`src/rtl/serial_paralelo_rx_pkg.sv`:
```
// serial_paralelo_rx_pkg: PHY state encodings and the default comma symbol, shared by the receiver and the transmit serializer.
package serial_paralelo_rx_pkg;
  typedef enum logic [1:0] {SEARCH, COUNT, ACTIVE} state_t;
  localparam logic [7:0] COM_DEFAULT = 8'hBC;
endpackage

```
`src/rtl/serial_paralelo_rx.sv`:
```
// serial_paralelo_rx: MSB-first serial-to-byte receiver that aligns on ALIGN_CNT consecutive comma bytes.
module serial_paralelo_rx
  import serial_paralelo_rx_pkg::*;
#(
  parameter logic [7:0] COM       = COM_DEFAULT,
  parameter int         ALIGN_CNT = 4
) (
  input  logic       clk_32f,
  input  logic       reset_L,
  input  logic       data_in,
  output logic [7:0] data_out,
  output logic       valid_out,
  output logic       byte_strobe,
  output logic       active
);
  localparam int BCW = $clog2(ALIGN_CNT + 1);
  state_t         r_state;
  logic [6:0]     r_sr;
  logic [2:0]     r_bit_cnt;
  logic [BCW-1:0] r_bc_cnt;
  logic [7:0]     r_data_out;
  logic           r_valid_out;
  logic           r_byte_strobe;
  logic           r_active;
  logic [7:0]     w_nxt;
  logic           w_is_com;
  logic           w_done;
  // The oldest bit of the 8-bit window is never needed again, so only 7 bits are stored.
  assign w_nxt    = {r_sr, data_in};
  assign w_is_com = w_nxt == COM;
  assign w_done   = r_bit_cnt == 3'd7;
  always_ff @(posedge clk_32f or negedge reset_L) begin
    if (!reset_L) begin
      r_state       <= SEARCH;
      r_sr          <= '0;
      r_bit_cnt     <= '0;
      r_bc_cnt      <= '0;
      r_data_out    <= 8'h00;
      r_valid_out   <= 1'b0;
      r_byte_strobe <= 1'b0;
      r_active      <= 1'b0;
    end else begin
      r_sr          <= w_nxt[6:0];
      r_byte_strobe <= 1'b0;
      case (r_state)
        SEARCH: if (w_is_com) begin
          r_state   <= COUNT;
          r_bc_cnt  <= BCW'(1);
          r_bit_cnt <= '0;
        end
        COUNT: begin
          r_bit_cnt <= r_bit_cnt + 3'd1;
          if (w_done && !w_is_com) begin
            r_state  <= SEARCH;
            r_bc_cnt <= '0;
          end else if (w_done) begin
            r_bc_cnt <= r_bc_cnt + BCW'(1);
            if (r_bc_cnt == BCW'(ALIGN_CNT - 1)) begin
              r_state  <= ACTIVE;
              r_active <= 1'b1;
            end
          end
        end
        ACTIVE: begin
          r_bit_cnt <= r_bit_cnt + 3'd1;
          if (w_done) begin
            r_data_out    <= w_nxt;
            r_valid_out   <= !w_is_com;
            r_byte_strobe <= 1'b1;
          end
        end
        default: r_state <= SEARCH;
      endcase
    end
  end
  assign data_out    = r_data_out;
  assign valid_out   = r_valid_out;
  assign byte_strobe = r_byte_strobe;
  assign active      = r_active;
endmodule

```
`config.mk`:
```
export PLATFORM = sky130hd
export DESIGN_NAME = serial_paralelo_rx
export DESIGN_NICKNAME = d
export VERILOG_FILES = /design/src/rtl/serial_paralelo_rx_pkg.sv /design/src/rtl/serial_paralelo_rx.sv
export SDC_FILE = /design/constraint.sdc
export NUM_CORES = 1
export LEC_CHECK = 0
export ABC_AREA = 1
export BUFFER_PORTS_ARGS = -buffer_cell sky130_fd_sc_hd__buf_2
export CAP_MARGIN = 30
export CORE_MARGIN = 3
export CORE_UTILIZATION = 35
export DETAILED_ROUTE_END_ITERATION = 8
export GPL_TIMING_DRIVEN = 0
export PLACE_DENSITY = 0.54
export REMOVE_ABC_BUFFERS = 1
export SYNTH_ARGS = -nofsm -noshare
export SYNTH_HDL_FRONTEND = slang
export SYNTH_SLANG_ARGS = --single-unit
export TNS_END_PERCENT = 30
```
`constraint.sdc`:
```
create_clock -name clk_32f -period 1.65 [get_ports clk_32f]
set_input_delay 0.33 -clock clk_32f [delete_from_list [all_inputs] [get_ports clk_32f]]
set_output_delay 0.33 -clock clk_32f [all_outputs]
set_load 0.01 [all_outputs]
```
==> flow_summary_export.csv, run 1 <==
group,metric,value,unit
pwr,ir_worst_vdd,0.000561,V
grt,grt.overflow.total,0,
floorplanning,dieArea,3930,um2
setup_path,crit_required,1.91,ns
clocking,cts.sinks,26,
floorplanning,die_w,62.7,um
placement,placed_cells,169,
timing,min_period,1.49,ns
clocking,clock_latency,0.33,ns
yosys,synth_warnings,0,
yosys,synth_top_area_cell,"dfrtp_1",
final_layout,drive_gt1_frac,0.212,
grt,grt_max_degree,27,
final_layout,finish.utilization,0.450,
drt,ant_nets,0,
final_layout,multi_input_area,427,um2
outcome,outcome,"complete, no violations",
setup_path,arrival,1.76,ns
floorplanning,core-area,2900,um2
yosys,yosysMostFrequentCell,"nand2_1",
floorplanning,design.portCount,14,
pwr,switchingPower,655,uW
clocking,htreeDepth,1,
timing,hold_viol,0,
pwr,p_sw_frac,0.348,
timing,worst_pin_slew,0.564,ns
placement,dpl-instance-area,1240,um2
timing,finalSetupTns,0,ns
yosys,synth_area_leaders,"dfrtp_1, nand2_1, ha_1",
yosys,synthDistinctLibCells,19,
min_path,min_path_type,"in2reg",
placement,post-dp-hpwl,1.32,mm
timing,slew_viol_final,0,
floorplanning,die_h,62.7,um
drt,drt_drc_violations_left,0,
final_layout,antennaDiodeCount,0,
drt,vias,762,
pwr,leakage,0.713,nW
yosys,synth_cells,115,
yosys,synth-main-ff-cell,"dfrtp_1",
clocking,clkTransAtPathRegs,0.15,ns
floorplanning,initial_core_util,0.388,
drt,via_per_inst,4.38,
setup_path,start_kind,"register",
setup_path,worstSetupEndpointType,"register",
drt,wl,1.80,mm
yosys,avgSynthCellArea,9.79,um2
drt,routedWlPerCell,10.4,um
clocking,cts_buffers,3,
placement,port_buffers,13,
drt,dr.first_iter.drc_count,17,
grt,antenna_found_initial,0,
final_layout,syn_to_final_growth,16.0,%
timing,period_share,0.905,
pwr,p_seq_frac,0.423,
timing,setup_violations,0,
pwr,p_comb_frac,0.340,
drt,drt-pass1-iter-count,4,
pwr,p_int,1.22,mW
grt,grt_usage,0.110,
final_layout,fillers,309,
clocking,cts_tree,"done",
yosys,synth_top_area_share,0.578,
yosys,synth_area,1130,um2
final_layout,design_area,1310,um2
yosys,synthTopCellsByCount,"nand2_1, dfrtp_1, inv_1",
final_layout,nets,144,
placement,gp_congestion,0.728,
setup_path,worstSetupPathType,"reg2reg",
clocking,cts.path.max_buffers,2,
grt,grt_pass1_vias,767,
setup_path,crit_fanout,6,
timing,fin_skew,0.00402,ns
final_layout,seqCellArea,651,um2
clocking,root_buffer,"clkbuf_4",
final_layout,fin_cells,174,
timing,rsz0062_at_grt,"no",
timing,slew_headroom,0.624,
floorplanning,rows,19,
pwr,p_per_area,1440,nW/um2
yosys,ys_ff_latch,26,
pwr,pwr-share-clk,0.237,
job,drv_cap,0,
grt,grt_pass1_wl,3.44,mm
clocking,post-cts-setup-buffers,0,
yosys,seq_area_frac_synth,0.578,
timing,fmax,670,MHz
yosys,synth_edf_count,0,
yosys,synthArstFlopShare,1.00,
## state kept, by name, indices dropped and copies added (netlist names)
signal	count
r_bit_cnt	3
byte_strobe	1
data_out	8
valid_out	1
r_bc_cnt	3
active	1
r_sr	7
r_state	2
## kinds of logic after synthesis
group | share of synthesized area
and+or+nand+nor | 0.227
DFF | 0.578
buffers and inverters | 0.0478
AOI/OAI and AO/OA | 0.0589
adders and majority gates | 0.0889
## routing by layer
metal,global-route usage,share of wire
met3,0.0216,0.022
met1,0.137,0.49
met2,0.180,0.46
met5,0,0
met4,0.0579,0.025
## placed cells by master (no fill, tap or decap), drive strengths merged
master	instances
a21oi	2
buf	13
bufinv	1
clkbuf	3
dfrtp	26
dlygate4sd3	1
ha	8
inv	13
nand2	45
nand3	5
nand3b	1
nand4	1
nor2	3
o211ai	1
o21ai	8
or2	1
## layout make-up
cell class | count | area share
clock inverter | 1 | 0.0230
multi-input combinational | 75 | 0.327
sequential | 26 | 0.498
inverter | 13 | 0.0374
clock buffer | 3 | 0.0172
tap | 42 | 0.0402
timing repair buffer | 14 | 0.0575
## path summary, 6_finish.rpt
path / from / endpoint / slack [ns] / cells past startpoint
max: r_bit_cnt[0] / r_bc_cnt[0] / 0.16 / 6
min: data_in / r_sr[0] / 0.11 / 1
max reg2reg: r_bit_cnt[0] / r_bc_cnt[0] / 0.16 / 6
min reg2reg: r_sr[0] / r_sr[1] / 0.39 / 0
max in group asynchronous: reset_L / data_out[2] / 0.77 / 2
min in group asynchronous: reset_L / active / 0.51 / 2
## through the flow
step / hold WS, ns / total power, mW / setup slack (ns)
after floorplan: 0.0344 / 1.32 / 0.234
after global placement: 0.357 / 1.43 / -0.00952
after detailed placement: 0.359 / 1.46 / -0.0316
after CTS: 0.100 / 1.91 / 0.0699
after global routing: 0.0716 / 2.06 / 0.0181
final: 0.113 / 1.88 / 0.156
## worst max-delay path: stages (launching register included)
cell	delay, ns
dfrtp_1	0.43
ha_1	0.21
ha_2	0.21
or2_4	0.28
o211ai_2	0.14
nand2_1	0.08
o21ai_1	0.09
## repair_timing
item | 4_1_cts | 5_1_grt
endpoints found under the hold margin | 26 | 0
cloned | 0 | 0
hold buffers | 1 | 0
setup endpoints to repair | 5 | 6
resized for setup | 1 | 1
pin swaps | 0 | 0
## power by group through the flow
| stage | clock network (mW) | registers [mW] | logic (mW) |
|---|---|---|---|
| final | 0.445 | 0.795 | 0.639 |
| after detailed placement | 0 | 0.810 | 0.647 |
| after global placement | 0 | 0.804 | 0.629 |
| after floorplan | 0 | 0.794 | 0.530 |
| after CTS | 0.462 | 0.797 | 0.652 |
| after global routing | 0.495 | 0.806 | 0.756 |
Note: power is estimated with default switching activity, not from simulation.
==> run 2, diff against run 1 <==
--- a/config.mk
+++ b/config.mk
@@ -8,11 +8,13 @@
 export ABC_AREA = 1
 export BUFFER_PORTS_ARGS = -buffer_cell sky130_fd_sc_hd__buf_2
 export CAP_MARGIN = 30
+export CELL_PAD_IN_SITES_DETAIL_PLACEMENT = 0
+export CELL_PAD_IN_SITES_GLOBAL_PLACEMENT = 1
 export CORE_MARGIN = 3
-export CORE_UTILIZATION = 35
+export CORE_UTILIZATION = 43
 export DETAILED_ROUTE_END_ITERATION = 8
 export GPL_TIMING_DRIVEN = 0
-export PLACE_DENSITY = 0.54
+export PLACE_DENSITY = 0.78
 export REMOVE_ABC_BUFFERS = 1
 export SYNTH_ARGS = -nofsm -noshare
 export SYNTH_HDL_FRONTEND = slang
==> flow_summary_export.csv, run 2 (synthesis gave the netlist of run 1 again) <==
group,metric,value,unit
outcome,outcome,"complete, no violations",
setup_path,crit_fanout,6,
pwr,p_sw_frac,0.353,
final_layout,fillers,220,
min_path,min_path_type,"in2reg",
final_layout,nets,144,
timing,fin_skew,0.00344,ns
grt,grt_usage,0.131,
grt,use_met1,0.180,
final_layout,fin_cells,160,
setup_path,r2r_start,"r_bit_cnt[0]",
pwr,p_comb_frac,0.345,
clocking,cts_tree,"done",
pwr,total_power,1.90,mW
placement,place_worst_setup_slack,-0.0379,ns
timing,rsz0062_at_grt,"no",
timing,min_period,1.48,ns
pwr,ir_worst_vdd,0.000960,V
timing,period_share,0.894,
timing,slew_viol_final,0,
placement,dpl-instance-area,1220,um2
final_layout,final_common_cell,"nand2_1",
floorplanning,dieArea,3270,um2
floorplanning,initial_core_util,0.481,
clocking,cts.path.max_buffers,2,
floorplanning,rows,17,
clocking,post-cts-setup-buffers,0,
timing,finalSetupTns,0,ns
grt,grt.busiest_layer,"met2",
timing,fmax,678,MHz
clocking,clkTransAtPathRegs,0.15,ns
timing,worst_slack,0.174,ns
timing,hold_ws,0.113,ns
grt,antenna_found_initial,0,
drt,wl,1.91,mm
drt,drt-pass1-iter-count,2,
placement,placed_cells,155,
final_layout,largest_register_ff_count,8,
final_layout,seqCellArea,651,um2
setup_path,start_kind,"register",
clocking,htreeDepth,1,
placement,port_buffers,13,
pwr,p_per_area,1470,nW/um2
clocking,clock_latency,0.32,ns
placement,gp_congestion,0.708,
final_layout,drive_gt1_frac,0.212,
pwr,switchingPower,669,uW
drt,routedWlPerCell,11.9,um
drt,vias,766,
setup_path,worstSetupEndpointType,"register",
floorplanning,core-area,2340,um2
grt,use_met3,0.0294,
grt,grt.overflow.total,0,
grt,use_met2,0.204,
timing,slew_headroom,0.626,
grt,grt_pass1_vias,742,
clocking,root_buffer,"clkbuf_4",
clocking,cts_buffers,3,
pwr,pwr-share-clk,0.235,
final_layout,mostFrequentLayoutCells,"nand2_1, dfrtp_1, buf_2",
placement,post-dp-hpwl,1.36,mm
final_layout,multi_input_area,427,um2
timing,setup_violations,0,
pwr,p_int,1.23,mW
pwr,p_seq_frac,0.420,
drt,ant_nets,0,
setup_path,arrival,1.74,ns
timing,worst_pin_slew,0.560,ns
drt,drt_drc_violations_left,0,
floorplanning,die_h,57.2,um
timing,hold_viol,0,
drt,via_per_inst,4.79,
min_path,min_from,"data_in",
final_layout,antennaDiodeCount,0,
final_layout,finish.utilization,0.551,
pwr,leakage,0.713,nW
final_layout,design_area,1290,um2
setup_path,timing.critical_path.from,"r_bit_cnt[0]",
setup_path,worstSetupPathType,"reg2reg",
grt,grt_max_degree,27,
setup_path,crit_required,1.92,ns
grt,grt_pass1_wl,3.32,mm
floorplanning,design.portCount,14,
drt,dr.first_iter.drc_count,10,
final_layout,syn_to_final_growth,14.4,%
clocking,cts.sinks,26,
job,drv_cap,0,
floorplanning,die_w,57.2,um
-- run 2: cell counts in the layout (fill, tap and decap cells not counted) --
Identical to the previous run, type by type.
-- run 2: worst paths after layout --
path	to	slack [ns]	depth (start not counted)
max	r_bc_cnt[0]	0.17	6
min	r_sr[0]	0.11	1
max reg2reg	r_bc_cnt[0]	0.17	6
min reg2reg	r_sr[6]	0.39	0
max in group asynchronous	data_out[0]	0.78	2
min in group asynchronous	byte_strobe	0.51	2
-- run 2: power groups by stage --
stage	logic [mW]	clock network (mW)	registers, mW
after floorplan	0.530	0	0.794
after detailed placement	0.650	0	0.808
after global placement	0.625	0	0.805
after CTS	0.660	0.453	0.795
final	0.655	0.446	0.796
after global routing	0.755	0.480	0.809
-- run 2: layer usage --
layer | up-vias | wire length (um)
met5 | - | 0
met4 | 0 | 30
met3 | 4 | 60
met2 | 11 | 883
met1 | 357 | 935
li1 | 394 | -
-- run 2: final cells by class --
class | instances | share of cell area
Sequential cell | 26 | 0.505
Multi-Input combinational cell | 75 | 0.331
Timing Repair Buffer | 14 | 0.0583
Inverter | 13 | 0.0379
Tap cell | 28 | 0.0272
Clock inverter | 1 | 0.0233
Clock buffer | 3 | 0.0175
-- run 2: worst max-delay path, stage by stage, from the launching register on --
cell and delay (ns):
dfrtp_1 0.43, ha_1 0.21, ha_2 0.21, or2_4 0.28
o211ai_2 0.13, nand2_1 0.08, o21ai_1 0.08
-- run 2: timing repair --
action / in CTS / in global routing
cloned: 0 / 0
hold buffers: 1 / 0
hold endpoints to repair: 26 / 0
resized for setup: 1 / 1
pin swaps: 0 / 0
setup endpoints to repair: 5 / 3
